**src/rtl/ps2_scancode_rx.sv**
```systemverilog
// rtl/ps2_scancode_rx.sv - PS/2 keyboard receiver with scan-code prefix decoding
module ps2_scancode_rx #(
  parameter int FILT        = 8,
  parameter int TIMEOUT_CYC = 50000
) (
  input  logic       CLK,
  input  logic       RST,
  input  logic       PS2_CLK,
  input  logic       PS2_DATA,
  output logic [7:0] CODE,
  output logic       CODE_VALID,
  output logic       BREAK,
  output logic       EXTENDED,
  output logic       FRAME_ERR
);

  localparam int FW = (FILT > 1) ? $clog2(FILT) : 1;
  localparam int TW = $clog2(TIMEOUT_CYC + 1);

  typedef enum logic [1:0] {IDLE, DATA, PARITY, STOP} state_t;

  state_t        state, state_n;
  logic          clk_s1, clk_s2, dat_s1, dat_s2;
  logic          filt_clk, filt_prev;
  logic [FW-1:0] filt_cnt;
  logic          fall;
  logic [TW-1:0] to_cnt;
  logic [2:0]    bit_cnt;
  logic [7:0]    shreg;
  logic          err_pend, break_pend, ext_pend;
  logic          shift_en, par_chk, stop_chk, timeout;

  always_ff @(posedge CLK) begin
    if (RST) begin
      clk_s1 <= 1'b1;
      clk_s2 <= 1'b1;
      dat_s1 <= 1'b1;
      dat_s2 <= 1'b1;
    end else begin
      clk_s1 <= PS2_CLK;
      clk_s2 <= clk_s1;
      dat_s1 <= PS2_DATA;
      dat_s2 <= dat_s1;
    end
  end

  // Filtered clock flips only after FILT consecutive samples disagree with it.
  always_ff @(posedge CLK) begin
    if (RST) begin
      filt_clk  <= 1'b1;
      filt_prev <= 1'b1;
      filt_cnt  <= '0;
    end else begin
      filt_prev <= filt_clk;
      if (clk_s2 != filt_clk) begin
        if (filt_cnt == FW'(FILT - 1)) begin
          filt_clk <= clk_s2;
          filt_cnt <= '0;
        end else begin
          filt_cnt <= filt_cnt + 1'b1;
        end
      end else begin
        filt_cnt <= '0;
      end
    end
  end

  assign fall = filt_prev & ~filt_clk;

  always_ff @(posedge CLK) begin
    if (RST) state <= IDLE;
    else     state <= state_n;
  end

  // A falling edge takes priority over an expiring timeout.
  always_comb begin
    state_n  = state;
    shift_en = 1'b0;
    par_chk  = 1'b0;
    stop_chk = 1'b0;
    timeout  = 1'b0;
    if (fall) begin
      case (state)
        IDLE:    if (!dat_s2) state_n = DATA;
        DATA: begin
          shift_en = 1'b1;
          if (bit_cnt == 3'd7) state_n = PARITY;
        end
        PARITY: begin
          par_chk = 1'b1;
          state_n = STOP;
        end
        STOP: begin
          stop_chk = 1'b1;
          state_n  = IDLE;
        end
        default: state_n = IDLE;
      endcase
    end else if (state != IDLE && to_cnt == TW'(TIMEOUT_CYC - 1)) begin
      timeout = 1'b1;
      state_n = IDLE;
    end
  end

  // to_cnt holds the number of cycles elapsed since the last sampled edge.
  always_ff @(posedge CLK) begin
    if (RST || state_n == IDLE) to_cnt <= '0;
    else if (fall)              to_cnt <= TW'(1);
    else                        to_cnt <= to_cnt + 1'b1;
  end

  always_ff @(posedge CLK) begin
    if (RST) begin
      bit_cnt    <= '0;
      shreg      <= '0;
      err_pend   <= 1'b0;
      break_pend <= 1'b0;
      ext_pend   <= 1'b0;
      CODE       <= 8'h00;
      BREAK      <= 1'b0;
      EXTENDED   <= 1'b0;
      CODE_VALID <= 1'b0;
      FRAME_ERR  <= 1'b0;
    end else begin
      CODE_VALID <= 1'b0;
      FRAME_ERR  <= 1'b0;
      if (state == IDLE && state_n == DATA) begin
        bit_cnt  <= '0;
        err_pend <= 1'b0;
      end
      if (shift_en) begin
        shreg   <= {dat_s2, shreg[7:1]};
        bit_cnt <= bit_cnt + 1'b1;
      end
      if (par_chk) err_pend <= ~(^shreg ^ dat_s2);
      if (timeout) begin
        FRAME_ERR  <= 1'b1;
        break_pend <= 1'b0;
        ext_pend   <= 1'b0;
      end else if (stop_chk) begin
        if (err_pend || !dat_s2) begin
          FRAME_ERR  <= 1'b1;
          break_pend <= 1'b0;
          ext_pend   <= 1'b0;
        end else if (shreg == 8'hF0) begin
          break_pend <= 1'b1;
        end else if (shreg == 8'hE0) begin
          ext_pend <= 1'b1;
        end else begin
          CODE       <= shreg;
          BREAK      <= break_pend;
          EXTENDED   <= ext_pend;
          CODE_VALID <= 1'b1;
          break_pend <= 1'b0;
          ext_pend   <= 1'b0;
        end
      end
    end
  end

endmodule
```
**config.mk**
```make
export PLATFORM = sky130hd
export DESIGN_NAME = ps2_scancode_rx
export DESIGN_NICKNAME = d
export VERILOG_FILES = /design/src/rtl/ps2_scancode_rx.sv
export SDC_FILE = /design/constraint.sdc
export NUM_CORES = 1
export LEC_CHECK = 0
export BUFFER_PORTS_ARGS = -buffer_cell sky130_fd_sc_hd__buf_4
export CAP_MARGIN = 20
export CORE_ASPECT_RATIO = 0.75
export CORE_MARGIN = 2
export CORE_UTILIZATION = 30
export CTS_BUF_LIST = sky130_fd_sc_hd__clkbuf_16
export DETAILED_ROUTE_END_ITERATION = 12
export SYNTH_ARGS = -nofsm -noshare
export SYNTH_HDL_FRONTEND = slang
export SYNTH_SLANG_ARGS = --single-unit
```
**constraint.sdc**
```tcl
create_clock -name CLK -period 4.1 [get_ports CLK]
set_input_delay 0.205 -clock CLK [delete_from_list [all_inputs] [get_ports CLK]]
set_output_delay 0.205 -clock CLK [all_outputs]
set_load 0.005 [all_outputs]
```
Yosys cells after proc, flatten, opt, wreduce, memory -nomap -nowiden:

Cells that the tools add are included.

* add/sub/neg operators: 3
* equal/unequal tests: 12
* muxes and demuxes: 28
* bitwise logic cells: 10
* reduce and logical (&&, ||, !) cells: 19

Operator list (number)
* $mux W1: 21
* $add A16 B1 Y16 const B: 1
* $eq A16 B16 Y1 const B: 1
* $eq A8 B8 Y1 const B: 2
* $mux W2: 4
* $not A1 Y1: 8
* $pmux W2 S4: 1
* $reduce_xor A8 Y1: 1
* $add A3 B1 Y3 const B: 2
* $eq A3 B3 Y1 const B: 2
* $mux W3: 2
* $reduce_and A2 Y1: 3
* $reduce_bool A2 Y1: 3
* $reduce_and A5 Y1: 1
* $reduce_or A5 Y1: 1
* $eq A2 B1 Y1 const B: 2
* $eq A2 B2 Y1 const B: 2
* $logic_not A2 Y1: 2
* $reduce_or A2 Y1: 2
* $ne A3 B3 Y1 const B: 1
* $reduce_or A3 Y1: 1
* $logic_and A1 B1 Y1: 2
* $logic_or A1 B1 Y1: 2
* $ne A2 B2 Y1 const B: 1
* 4 further kinds: 4

* flip-flop bits (word level): 53

Logic depth before layout (Yosys ltp):

Gate-level depths: netlist of the first run.

* depth after elaboration: 8
* gate-level depth with buffers: 7
* mapped depth without buffers: 6

Worst setup path before layout of the first run:

Ideal clock, no wire load.

* path type: reg-to-reg
* from: reg to_cnt[0]
* to: reg to_cnt[10]
* setup time: 0.086 ns
* arrival time: 1.570 ns
* path slack: 2.444 ns
* cell stages (with the launch flop): 7
* buffers on the path: 1
* period minus slack after synthesis: 1.656 ns
* cell sequence: dfxtp_1 > ha_1 > and3_1 > a2111oi_2 > a211oi_2 > buf_6 > a211oi_1

* longest elaborated chain between the ends: 7
* elaborated cells between the ends (all ways): 8
* classes of those cells: add/sub: 1; eq/ne: 1; mux: 2; reduce/logical: 4

Ends and longest elaborated chain
* start, declared: RTL line 27 `logic [TW-1:0] to_cnt;`
* start signal, assigned: RTL line 109 `else to_cnt <= to_cnt + 1'b1;`
* $eq A16 B16 Y1: RTL line 99 `end else if (state != IDLE && to_cnt == TW'(TIMEOUT_CYC - 1)) begin`
* $logic_and A1 B1 Y1: RTL line 99
* $mux W2: RTL line 99
* $mux W2: RTL line 82 `if (fall) begin`
* $logic_not A2 Y1: RTL line 107 `if (RST || state_n == IDLE) to_cnt <= '0;`
* $logic_or A1 B1 Y1: RTL line 107
* $reduce_or A2 Y1 (no source line)

Several ways; a longest one is shown, not always the timed one.
A chain may end at the register's enable or synchronous reset.

Worst setup path in the final report of the first run:

* from: reg to_cnt[4]
* to: reg to_cnt[9]

Same word-level chain as after synthesis.

==> run summary, run 1 <==
The flow ran to the end, and the final reports show no timing, DRC or antenna violations. The tools report the half-perimeter wire length of the detailed placement result as 3140 um. STA puts the critical path data required time at 4220 ps.

Growth of design area from synthesis to finish: 14.7%. The number of nets in the synthesized netlist is 265. The tools report the via count of the first global-routing pass as 1628.

Setup repair after global routing left no endpoint under its margin. Counting distinct cell types in the post-synthesis netlist gives 39. For this configuration, the core starts out at a cell density of 30.6%. The path class of the tightest hold or removal check is in2reg. The peak ir drop on the vdd network is 0.170 mV.

The run gives 2070 ps as the worst-case setup margin in the final layout. Leaving out fill and tap cells, the most frequent cells in the layout are sky130_fd_sc_hd__dfxtp_1 (53), sky130_fd_sc_hd__nand2_1 (22), sky130_fd_sc_hd__nor2_1 (20), sky130_fd_sc_hd__xnor2_1 (17), sky130_fd_sc_hd__buf_4 (17). TritonCTS built the clock tree. The total buffers and inverters traversed by the critical path is 0, and the I/O pin count is 16. Post-route clock skew: 6.27 ps.

Data on the critical path arrives at its endpoint at 2150 ps. The run gives 0 as the final count of hold timing violations. Setup violations remaining at the end of the flow were counted as 0. The signal on the critical path passes through nor4_2, nand3_1, o221ai_2, a211oi_1.

The worst path uses 49.5% of the clock period. After filler insertion, the fill cell instance count of the layout stands at 804. The tools report the global routing met2 resource utilization as 16.5%.

The peak per-stage delay on the critical path came out at 670 ps. The H-tree generated during clock tree synthesis spans 2 levels. For this run the aggregate overflow at the end of global routing stands at 0. The floorplan die width came out at 107 um. Gates resized during post-CTS repair numbered 0.

The die covers 8720 um2. Measured against its own limit, the worst slew margin works out to 47.0%. Among cell families on the critical path, the largest total delay comes from compound AO/OA/AOI/OAI gates.

STA classifies the critical path endpoint as a register. The power density of the placed cells was 350 nW/um2. The count of final max-slew check failures is 0.

The number of flops mapped to enable cells by yosys is 0, and the detailed-router iteration count before antenna repair is 6. In this run the worst path has a maximum fanout of 17. The clock input transition at the sequential cells of the worst setup and hold paths is 60 ps, and the sum of routed wire length over all layers is 4500 um. The leading cell type in the layout, fill and taps excluded is sky130_fd_sc_hd__dfxtp_1. The tree is rooted in a sky130_fd_sc_hd__clkbuf_16.

Port buffering added 15 buffers. On the critical path, the stage with the largest delay is an instance of sky130_fd_sc_hd__o221ai_2. The number of violations reported at the end of detailed-routing iteration 0 was 86; the minimum period implied by the final worst setup slack was 2030 ps. Counting every instance in the synthesized netlist gives 251.

The busiest layer in global routing is met1. The placeable core region came out at 7810 um2. Global-route total usage across every layer: 11.4%.

Timing would allow up to 493 MHz. After synthesis the netlist holds a flip-flop and latch count of 53. The die is 81.4 um tall. The post-synthesis cell area came out at 2390 um2. Actual slew at the worst max-slew pin: 795 ps. The average routed wire per standard cell was 12.1 um. For the routed via count, the log shows 1728. The Yosys step of the flow raised 0 warnings.

The count of nets left with antenna violations once routing finished came out at 0. The worst setup path is of the reg2reg kind. The critical path startpoint category was a register. End-of-flow core utilization: 35.1%. The number of antenna violations at the first check in global routing was 0. In this run the register-to-register setup slack is 2070 ps.

At the end of the flow, the number of nets in the layout was 280. The tool flagged a number of max-cap violations equal to 0. The detail-routed via count per cell works out to 4.65. The first global-routing pass estimated 7880 um of wire. Timing analysis after detailed placement gives a worst setup slack of 1990 ps.

The repair_antennas step left the layout with diodes totalling 0. The later pin in the worst-skew pair is clocked with a latency of 290 ps. Cells with a size suffix above 1 make up 14.2% of the layout. The logs give 0 ps for the final-layout setup total negative slack and 16.5% for the met1 layer usage reported by global route. The tree built by TritonCTS fans out to 53 sinks.

The clock passes through at most 2 buffers. The pin count of the biggest net entering global routing was 33; the fraction of synthesis flops using an asynchronous set or reset pin was 0%. After synthesis, flip-flops and latches occupy 44.3% of the total area. In this run the core area contains 28 standard-cell rows. The detailed-route DRC error count is 0, and the mean instance size in the synthesized netlist is 9.54 um2.

CTS buffer count: 5. For this run, the leading register cell type out of synthesis is sky130_fd_sc_hd__dfxtp_1. Global routing used 2.65% of the available met3 tracks. The number of setup buffers added after CTS is 0. Hold repair after CTS inserted 0 buffers. Summed over all cells, the static leakage comes to 1.02 nW. The congestion estimate from routability-driven global placement came to 0.714.
[sequential cells by signal (all words and copies together) (netlist names), 2 cells and up]
signal,cells
filt_cnt,3
to_cnt,16
bit_cnt,3
state,2
CODE,8
shreg,8
[where the power goes]
group / total (W) / internal (W) / switching, W
Clock: 0.000395 / 0.000221 / 0.000174
Sequential: 0.000528 / 0.000521 / 0.00000732
Combinational: 0.0000384 / 0.0000139 / 0.0000244
[kinds of logic after synthesis]
family,share of synthesized area (%)
and+or+nand+nor,20.4
adders and majority gates,5.23
muxes,5.02
DFF,44.3
AOI/OAI and AO/OA,13.4
buffers and inverters,4.70
xor gates and xnor gates,6.95
[cells in the mapped netlist, drive strengths merged (2+ instances only)]
cell	n	area, um2
and4b	2	20.0
clkbuf	5	18.8
mux2i	12	120
a21oi	11	55.1
inv	13	48.8
nand4	5	31.3
xnor2	17	149
ha	10	125
nand2b	2	12.5
dfxtp	53	1060
o211ai	2	15.0
a211oi	15	118
nor2b	2	12.5
nor3	6	30.0
xor2	2	17.5
or2	5	31.3
nand2	22	82.6
nor4	6	43.8
buf	6	45.0
and3	4	25.0
a2111oi	2	30.0
o21ai	6	30.0
nand3	10	55.1
and2	2	12.5
a22oi	3	22.5
nor2	20	75.1
[cell type report]
class / count / area (um2) / share of cell area, %
inverter: 13 / 48.8 / 1.78
sequential: 53 / 1060 / 38.7
multi-input combinational: 174 / 1220 / 44.4
tap: 105 / 131 / 4.79
clock inverter: 3 / 12.5 / 0.456
timing repair buffer: 19 / 146 / 5.33
clock buffer: 5 / 125 / 4.56
[worst paths after layout]
path | startpoint | to | cells after the start
setup / recovery | to_cnt[4]$_SDFF_PP0_ | to_cnt[9]$_SDFF_PP0_ | 4
hold / removal | PS2_DATA | dat_s1$_SDFF_PP1_ | 2
setup reg to reg | to_cnt[4]$_SDFF_PP0_ | to_cnt[9]$_SDFF_PP0_ | 4
hold reg to reg | dat_s1$_SDFF_PP1_ | dat_s2$_SDFF_PP1_ | 1
[layer usage]
layer  part of all wire [%]  routed length (um)
met1                     56                2520
met2                     40                1810
met3                    2.4                 110
met4                    1.3                  60
met5                      0                   0
[stage by stage]
step | hold slack [ps] | instances | area (um2) | total power (W)
floorplan | 309 | 251 | 2390 | 0.000569
global placement | 391 | 362 | 2590 | 0.000573
detailed placement | 394 | 362 | 2590 | 0.000574
CTS | 99.2 | 370 | 2730 | 0.000970
global route | 93.6 | 372 | 2750 | 0.00101
finish | 103 | 372 | 2750 | 0.000962
Power figures use the tool's default switching activity.
==> inputs of run 2 (changes only) <==
--- a/config.mk
+++ b/config.mk
@@ -5,6 +5,7 @@
 export SDC_FILE = /design/constraint.sdc
 export NUM_CORES = 1
 export LEC_CHECK = 0
+export ABC_AREA = 1
 export BUFFER_PORTS_ARGS = -buffer_cell sky130_fd_sc_hd__buf_4
 export CAP_MARGIN = 20
 export CORE_ASPECT_RATIO = 0.75
==> constraint.sdc (replaced) <==
create_clock -name CLK -period 1.77 [get_ports CLK]
set_input_delay 0.0885 -clock CLK [delete_from_list [all_inputs] [get_ports CLK]]
set_output_delay 0.0885 -clock CLK [all_outputs]
set_load 0.005 [all_outputs]
==> run 2 against run 1 <==
Sequential power increased by 130%. Combinational power increased by 3%. Routed wire length decreased by 5.5%. Worst hold slack got worse by 54 ps. Worst setup slack got worse by 1900 ps. Maximum frequency increased by 27%. Utilization increased by 0.29 points. Sequential cell count unchanged. Final cell count increased by 13%. Largest cell class unchanged. Largest power group unchanged.
==> run summary, run 2 <==
For the detailed-router iteration count before antenna repair, the log shows 4 (-2). The family of cells with the greatest summed delay on the critical path was simple AND/OR/NAND/NOR gates. The number of clock sinks was 53 (unchanged); the post-synthesis compound-gate area fraction was 10.2% (-3.1 points).

For the peak ir drop on the vdd network, the log shows 0.326 mV (+91%). The run gives 30.5% (-0.17 points) as the initial core utilization. The via count of the first global-routing pass was 1672 (+2.7%); the fraction of synthesized cell area in xor and xnor cells was 5.91% (-1.0 points).

The floorplan die width is 107 um (-0.48%). The number of antenna violations at the first check in global routing came out at 0 (unchanged). More flip-flops sit in one register than any other, and that register is to_cnt. For the arrival time reported for the critical path endpoint, the log shows 1820 ps (-330 ps).

The die outline height is 81.0 um (-0.47%). For the full die area, the log shows 8630 um2 (-0.95%). Number of core rows: 28 (unchanged). The most repeated cell in the gate-level netlist after synthesis is sky130_fd_sc_hd__dfxtp_1. The required time of the critical path was 2000 ps (-2220 ps). TritonCTS built the clock tree. In the final layout, the registers with the most flip-flops are to_cnt: 16 flops, CODE: 8 flops, shreg: 8 flops. The number of buffer cells added on primary ports was 15 (unchanged). For the number of levels in the clock H-tree, the log shows 2 (unchanged).

The average routed wire per standard cell was 10.1 um (-16%). The CTS buffer count came out at 5 (unchanged). The final-layout setup total negative slack was 0 ps (unchanged).

The synthesized design spends more area on one cell type than any other, namely sky130_fd_sc_hd__dfxtp_1. The share of the clock period used by the worst path after layout was 89.9% (+40 points); the portion of netlist area occupied by mux cells was 0% (-5.0 points). The latest clock arrival within the worst-skew pair was 290 ps (about the same); the growth of design area from synthesis to finish was 16.3%. For the final antenna diode count, the log shows 0 (unchanged). Nature of the critical path endpoint: a register.

The routed via count was 1768 (+2.3%). Counting instances in the post-synthesis netlist gives the leading cell types as sky130_fd_sc_hd__dfxtp_1 (53), sky130_fd_sc_hd__nor2_1 (40), sky130_fd_sc_hd__nand2_1 (34). The type of the worst setup path is reg2reg. The tools report the total leakage power as 1.11 nW (+8.9%).

The post-route clock skew is 3.00 ps (-3.27 ps), and the number of violations reported at the end of detailed-routing iteration 0 is 79 (-8.1%). The number of warnings issued by yosys is 0 (unchanged). The sum of routed wire length over all layers is 4250 um (-5.5%), and the layout net count is 329 (+18%). The global-route total usage across every layer was 10.8% (-0.54 points); the mean instance size in the synthesized netlist was 8.06 um2 (-15%). The end-of-flow core utilization came out at 35.4% (+0.29 points).

The logs give 128 ps (-1860 ps) for the worst slack at placement and 0 (unchanged) for the count of final max-slew check failures. The power density of the placed cells works out to 787 nW/um2 (+120%). The main combinational cell family by area after synthesis is simple AND/OR/NAND/NOR gates. For the placeable core region, the log shows 7780 um2 (-0.45%). For the half-perimeter wire length of the detailed placement result, the log shows 3190 um (+1.5%). The worst-case setup margin in the final layout is 179 ps (-1890 ps), and the minimum period implied by the final worst setup slack is 1590 ps (-437 ps). STA classifies the critical path startpoint as a register. The total buffers and inverters traversed by the critical path was 0 (unchanged).

The run gives 7540 um (-4.3%) as the first-pass GRT wire length. The library cell used most frequently in the layout, excluding fill and tap cells, is sky130_fd_sc_hd__dfxtp_1. The number of synthesized register bits came out at 53 (unchanged).

The standard cell with the maximum stage delay on the critical path was sky130_fd_sc_hd__dfxtp_1. In the layout the commonest cells are sky130_fd_sc_hd__dfxtp_1 (53), sky130_fd_sc_hd__nor2_1 (40), sky130_fd_sc_hd__nand2_1 (34), sky130_fd_sc_hd__inv_1 (33), sky130_fd_sc_hd__o21ai_0 (22). The fraction of synthesis flops using an asynchronous set or reset pin is 0% (unchanged).

The actual slew at the worst max-slew pin is 374 ps (-421 ps), and the setup-violating endpoint count in the final report is 0 (unchanged). The detailed-route DRC error count was 0 (unchanged). Setup repair after global routing left no endpoint under its margin.

The run gives 629 MHz (+27%) as the maximum clock frequency. CTS root buffer: sky130_fd_sc_hd__clkbuf_16. The fraction of final layout cells with drive strength greater than 1 was 17.7% (+3.5 points).

The logs give 308 (+16%) for the number of nets produced by synthesis and 827 (+2.9%) for the final-layout fill cell count. By area the synthesized netlist is led by sky130_fd_sc_hd__dfxtp_1 (45%), sky130_fd_sc_hd__nor2_1 (6.3%), sky130_fd_sc_hd__nand2_1 (5.4%), sky130_fd_sc_hd__ha_1 (5.3%), sky130_fd_sc_hd__inv_1 (5.2%). The clock input transition at the sequential cells of the worst setup and hold paths works out to 70 ps (about the same). The pin count of the biggest net entering global routing came out at 20 (-39%). The simple-gate share of the synthesized area was 25.8% (+5.4 points); the residual antenna-violating net count after detailed routing was 0 (unchanged). The flip-flop count of the largest register after layout came out at 16 (unchanged). For the final count of hold timing violations, the log shows 0 (unchanged). The tools report the post-synthesis cell area as 2370 um2 (-0.99%). Walking the worst path, the cells encountered are ha_1, ha_1, o21ai_0, o21a_1, nand2_1, nand2_1, nand2_2, nand2_2, nand2_8, nor2_1. The global-route congestion overflow total was 0 (unchanged); the max-capacitance violation count was 0 (unchanged). The detail-routed via count per cell works out to 4.20 (-9.6%). The peak per-stage delay on the critical path came out at 330 ps (-340 ps).

The flow ran to the end, and the final reports show no timing, DRC or antenna violations. Final weighted congestion in routability-driven placement: 0.834 (+17%). For the headroom to the max-slew limit, the log shows 74.9% (+28 points).

The tightest min-delay check is of the in2reg type. The area fraction of the dominant cell type after synthesis is 44.8% (+0.44 points), and the adder and majority cell fraction of the synthesized area is 5.28% (+0.052 points). The buffer levels on the longest clock path is 2 (unchanged).

The maximum fanout along the worst path was 15 (-2). The number of flops mapped to enable cells by yosys is 0 (unchanged). The most frequently used flop master after synthesis is sky130_fd_sc_hd__dfxtp_1.

For the number of instances in the synthesized netlist, the log shows 294 (+17%). The run gives 16 (unchanged) as the I/O pin count. The number of distinct library cell variants in the gate-level netlist after synthesis came out at 30 (-23%). The tools report the sequential-to-total area share from yosys stat as 44.8% (+0.44 points).
[run 2: worst paths after layout]
kind	start	end	slack (ps)	cells past startpoint
max	bit_cnt[0]$_SDFFE_PP0P_	to_cnt[11]$_SDFF_PP0_	180	10
max reg2reg	bit_cnt[0]$_SDFFE_PP0P_	to_cnt[11]$_SDFF_PP0_	180	10
min reg2reg	clk_s1$_SDFF_PP1_	clk_s2$_SDFF_PP1_	410	1
min	RST	err_pend$_SDFFE_PP0P_	50	2
[run 2: report_power, final]
part           internal [W]  switching (W)
logic             0.0000174      0.0000221
clock network      0.000513       0.000418
registers           0.00120     0.00000210
total               0.00173       0.000442
[run 2: stage by stage]
step | hold slack (ps) | instances | power, W | cell area (um2)
global placement | 276 | 411 | 0.00126 | 2590
global route | 50.1 | 421 | 0.00225 | 2760
CTS | 40.1 | 421 | 0.00220 | 2750
floorplan | 192 | 294 | 0.00125 | 2370
detailed placement | 277 | 411 | 0.00126 | 2590
finish | 48.7 | 421 | 0.00217 | 2760
[run 2: layer usage]
layer  global-route usage [%]  routed length, um  up-vias  share of wire [%]
li1                         -                  -      980                  -
met1                     15.8               2430      766                 57
met2                     15.5               1650       17                 39
met3                     2.49                123        5                2.9
met4                     3.90                 53        0                1.2
met5                        0                  0        -                  0
[run 2: timing repair]
item,CTS,global route
buffers inserted,0,0
endpoints found under the setup margin,0,3
gates resized for setup,0,1
hold endpoints to repair,2,0
hold buffers,2,0
[run 2: cell type report]
cell class              instances  area (um2)  area share [%]
multi-input cells             197        1130            40.9
flip-flops and latches         53        1060            38.5
repair buffers                 20         155            5.63
inverters                      38         143            5.18
well taps                     105         131            4.77
clock buffers                   5         125            4.54
clock inverters                 3        12.5           0.454
[run 2: kinds of logic (layout without fill, tap and decap cells)]
| logic type | after synthesis | after routing |
|---|---|---|
| XOR/XNOR | 16 | 16 |
| AO/OA/AOI/OAI | 46 | 46 |
| buffers and inverters | 44 | 66 |
| adder cells (fa/ha/maj) | 10 | 10 |
| AND/OR/NAND/NOR | 125 | 125 |
| flip-flops | 53 | 53 |
==> inputs of run 3 (changes only) <==
--- a/config.mk
+++ b/config.mk
@@ -9,7 +9,6 @@
 export BUFFER_PORTS_ARGS = -buffer_cell sky130_fd_sc_hd__buf_4
 export CAP_MARGIN = 20
 export CORE_ASPECT_RATIO = 0.75
-export CORE_MARGIN = 2
 export CORE_UTILIZATION = 30
 export CTS_BUF_LIST = sky130_fd_sc_hd__clkbuf_16
 export DETAILED_ROUTE_END_ITERATION = 12
==> run 3 against run 2 <==
Sequential share of layout area shrank 0.087 points. Final cell count shrank 0.95%. Register-to-register slack lost 40 ps. Combinational power shrank 1%. Global-route usage grew 0.37 points. Clock skew grew 5.6 ps. Die area shrank 4.3%. Sequential cell count is the same. Total power grew 1.0%. Clock-buffer cell count is the same. Clock power grew 2.4%.
==> run summary, run 3 (synthesis gave the netlist of run 2 again) <==
The tools report the hold path startpoint as RST. The die outline height is 79.0 um (-2.5%), and the actual slew at the worst max-slew pin is 355 ps (-19.0 ps). Average routed wire per standard cell: 9.84 um (-2.5%). The headroom to the max-slew limit came out at 76.2% (+1.3 points).

The via count of the first global-routing pass is 1696 (+1.4%), and the detail-routed via count per cell is 4.34 (+3.2%). Relative to the synthesized area, the layout overhead comes to 16.5%. The min-delay analysis places its worst path in the category in2reg.

The number of buffer cells added on primary ports is 15 (unchanged), and the flip-flop count of the largest register after layout is 16 (unchanged). The number of violations reported at the end of detailed-routing iteration 0 came out at 67 (-15%). The number of core rows is 27 (-3.6%), and the number of antenna violations at the first check in global routing is 0 (unchanged).

Peak ir drop on the vdd network: 0.441 mV (+35%). Family of cells with the greatest summed delay on the critical path: simple AND/OR/NAND/NOR gates. The net switching power of the design was 0.000450 W (+1.9%); the number of levels in the clock H-tree was 2 (unchanged). The total buffers and inverters traversed by the critical path works out to 0 (unchanged). Counting flops per register, the top entry is to_cnt. STA classifies the critical path endpoint as a register. For the pin count of the biggest net entering global routing, the log shows 20 (unchanged). The final-layout setup total negative slack came out at 0 ps (unchanged). The sequential share of power is 54.7% (-0.6 points), and the share of the clock period used by the worst path after layout is 92.2% (+2.3 points). The depth of the worst register-to-register path was 10 (unchanged). The met1 layer usage reported by global route is 16.0% (+0.27 points), and the floorplan die width is 105 um (-1.9%).

On the critical path, the stage with the largest delay is an instance of sky130_fd_sc_hd__dfxtp_1. The logs give 0 (unchanged) for the count of final max-slew check failures and 49.3 ps (+0.551 ps) for the worst hold slack across all endpoints. The clock input transition at the sequential cells of the worst setup and hold paths came out at 70 ps (about the same). The peak per-stage delay on the critical path is 330 ps (about the same). By startpoint and endpoint, the worst setup path is classified as reg2reg. The internal power was 0.00174 W (+0.79%). The logs give 329 (unchanged) for the layout net count and 3060 um (-3.8%) for the half-perimeter wire length of the detailed placement result. The logs give 5 (unchanged) for the CTS buffer count and 0 (unchanged) for the final count of hold timing violations. The initial core utilization came out at 31.6% (+1.1 points). The cell depth of the worst hold path is 2 (unchanged). The busiest layer in global routing is met2.

The placeable core region is 7500 um2 (-3.6%). Leaving out fill and tap cells, the most frequent cell in the layout is sky130_fd_sc_hd__dfxtp_1. The number of clock sinks is 53 (unchanged).

The critical path startpoint category was a register. The share of power burned in the clock network is 43.5% (+0.6 points). The run finished with clean final reports. The post-route clock skew is 8.57 ps (+5.57 ps), and the global-route congestion overflow total is 0 (unchanged). The final-layout fill cell count is 806 (-2.5%).

Setup-violating endpoint count in the final report: 0 (unchanged). Arrival time reported for the critical path endpoint: 1860 ps (+40 ps). Final weighted congestion in routability-driven placement: 0.806 (-3.4%).

Setup slack on the worst flop-to-flop path: 140 ps (-40 ps). The switching share of power works out to 20.6% (+0.17 points). Walking the worst path, the cells encountered are ha_1, ha_1, o21ai_0, o21a_1, nand2_1, nand2_1, nand2_2, nand2_2, nand2_8, nor2_1. The run gives 0 (unchanged) as the final antenna diode count.

The I/O pin count was 16 (unchanged). Setup repair after global routing left no endpoint under its margin. Global-route total usage across every layer: 11.2% (+0.37 points). The logs give 4 (unchanged) for the detailed-router iteration count before antenna repair and 8260 um2 (-4.3%) for the full die area.

The first-pass GRT wire length is 7560 um (+0.28%), and the met3 capacity usage during global routing is 2.71% (+0.22 points). For the maximum clock frequency, the log shows 613 MHz (-2.5%). In this run the critical register-to-register path is launched from bit_cnt[0]$_SDFFE_PP0P_. In this run the critical register-to-register path is captured at to_cnt[14]$_SDFF_PP0_. Fraction of final layout cells with drive strength greater than 1: 18.7% (+0.95 points). TritonCTS built the clock tree. The minimum period implied by the final worst setup slack was 1630 ps (+40.9 ps); the maximum fanout along the worst path was 15 (unchanged). The cell sitting at the root of the clock tree is a sky130_fd_sc_hd__clkbuf_16. In the layout the commonest cells are sky130_fd_sc_hd__dfxtp_1 (53), sky130_fd_sc_hd__nor2_1 (39), sky130_fd_sc_hd__nand2_1 (34), sky130_fd_sc_hd__inv_1 (33), sky130_fd_sc_hd__o21ai_0 (22). For the total leakage power, the log shows 1.11 nW (+0.13%). The power density of the placed cells works out to 793 nW/um2 (+0.78%). The tools report the combinational group share of total power as 1.8% (about the same). The buffer levels on the longest clock path is 2 (unchanged). For the residual antenna-violating net count after detailed routing, the log shows 0 (unchanged). The largest registers in the layout are to_cnt: 16 flops, CODE: 8 flops, shreg: 8 flops. The end-of-flow core utilization is 36.8% (+1.4 points), and the sum of routed wire length over all layers is 4110 um (-3.4%). The latest clock arrival within the worst-skew pair is 290 ps (about the same). The routed via count is 1808 (+2.3%), and the global routing met2 resource utilization is 16.3% (+0.75 points).

The logs give 0 (unchanged) for the max-capacitance violation count and 2000 ps (about the same) for the required time of the critical path. The detailed-route DRC error count is 0 (unchanged). The path with the worst hold slack has its endpoint at err_pend$_SDFFE_PP0P_.
==> run 3: cell types whose count changed in the layout (fill, tap and decap cells not counted), sizes merged <==
cell,previous run,this run
clkinv,4,2
clkinvlp,0,1
inv,37,38
==> run 3: how the worst max path moves through the flow <==
stage	to	cells after the start	startpoint	slack (ps)
after CTS	to_cnt[13]$_SDFF_PP0_	10	bit_cnt[0]$_SDFFE_PP0P_	110
after global placement	to_cnt[11]$_SDFF_PP0_	8	to_cnt[0]$_SDFF_PP0_	170
after global routing	CODE[4]$_SDFFE_PP0P_	10	shreg[2]$_SDFFE_PP0P_	4
after detailed placement	to_cnt[13]$_SDFF_PP0_	10	bit_cnt[0]$_SDFFE_PP0P_	120
final	to_cnt[14]$_SDFF_PP0_	10	bit_cnt[0]$_SDFFE_PP0P_	140
after floorplan	to_cnt[5]$_SDFF_PP0_	11	bit_cnt[0]$_SDFFE_PP0P_	260
==> run 3: per-layer routing <==
layer / vias up / part of all wire [%]
li1: 978 / -
met1: 796 / 56
met2: 29 / 39
met3: 5 / 3.4
met4: 0 / 1.4
met5: - / 0
==> run 3: layout make-up <==
class | count | area, um2 | area share [%]
sequential | 53 | 1060 | 38.4
clock buffer | 5 | 125 | 4.53
multi-input combinational | 197 | 1130 | 40.9
tap | 101 | 126 | 4.58
clock inverter | 3 | 21.3 | 0.770
timing repair buffer | 20 | 155 | 5.62
inverter | 38 | 143 | 5.17
==> run 3: through the flow <==
step                cells  power, W  setup WS, ps  cell area, um2
floorplan             294   0.00125           259            2370
global placement      407   0.00126           168            2580
detailed placement    407   0.00126           122            2580
CTS                   417   0.00223           108            2750
global route          417   0.00228          4.17            2760
finish                417   0.00219           139            2760
==> run 3: power groups by stage <==
stage          registers (W)  clock network [W]   logic, W
6_report             0.00120           0.000953  0.0000389
5_1_grt              0.00120            0.00103  0.0000451
4_1_cts              0.00120           0.000993  0.0000395
3_5_place_dp         0.00123                  0  0.0000358
3_3_place_gp         0.00123                  0  0.0000354
2_1_floorplan        0.00123                  0  0.0000241
==> run 3: timing repair <==
| item | in CTS | in global routing |
|---|---|---|
| endpoints found under the hold margin | 2 | 0 |
| hold buffers | 2 | 0 |
| gates resized for setup | 0 | 2 |
| buffers inserted | 0 | 0 |
| setup endpoints to repair | 0 | 15 |
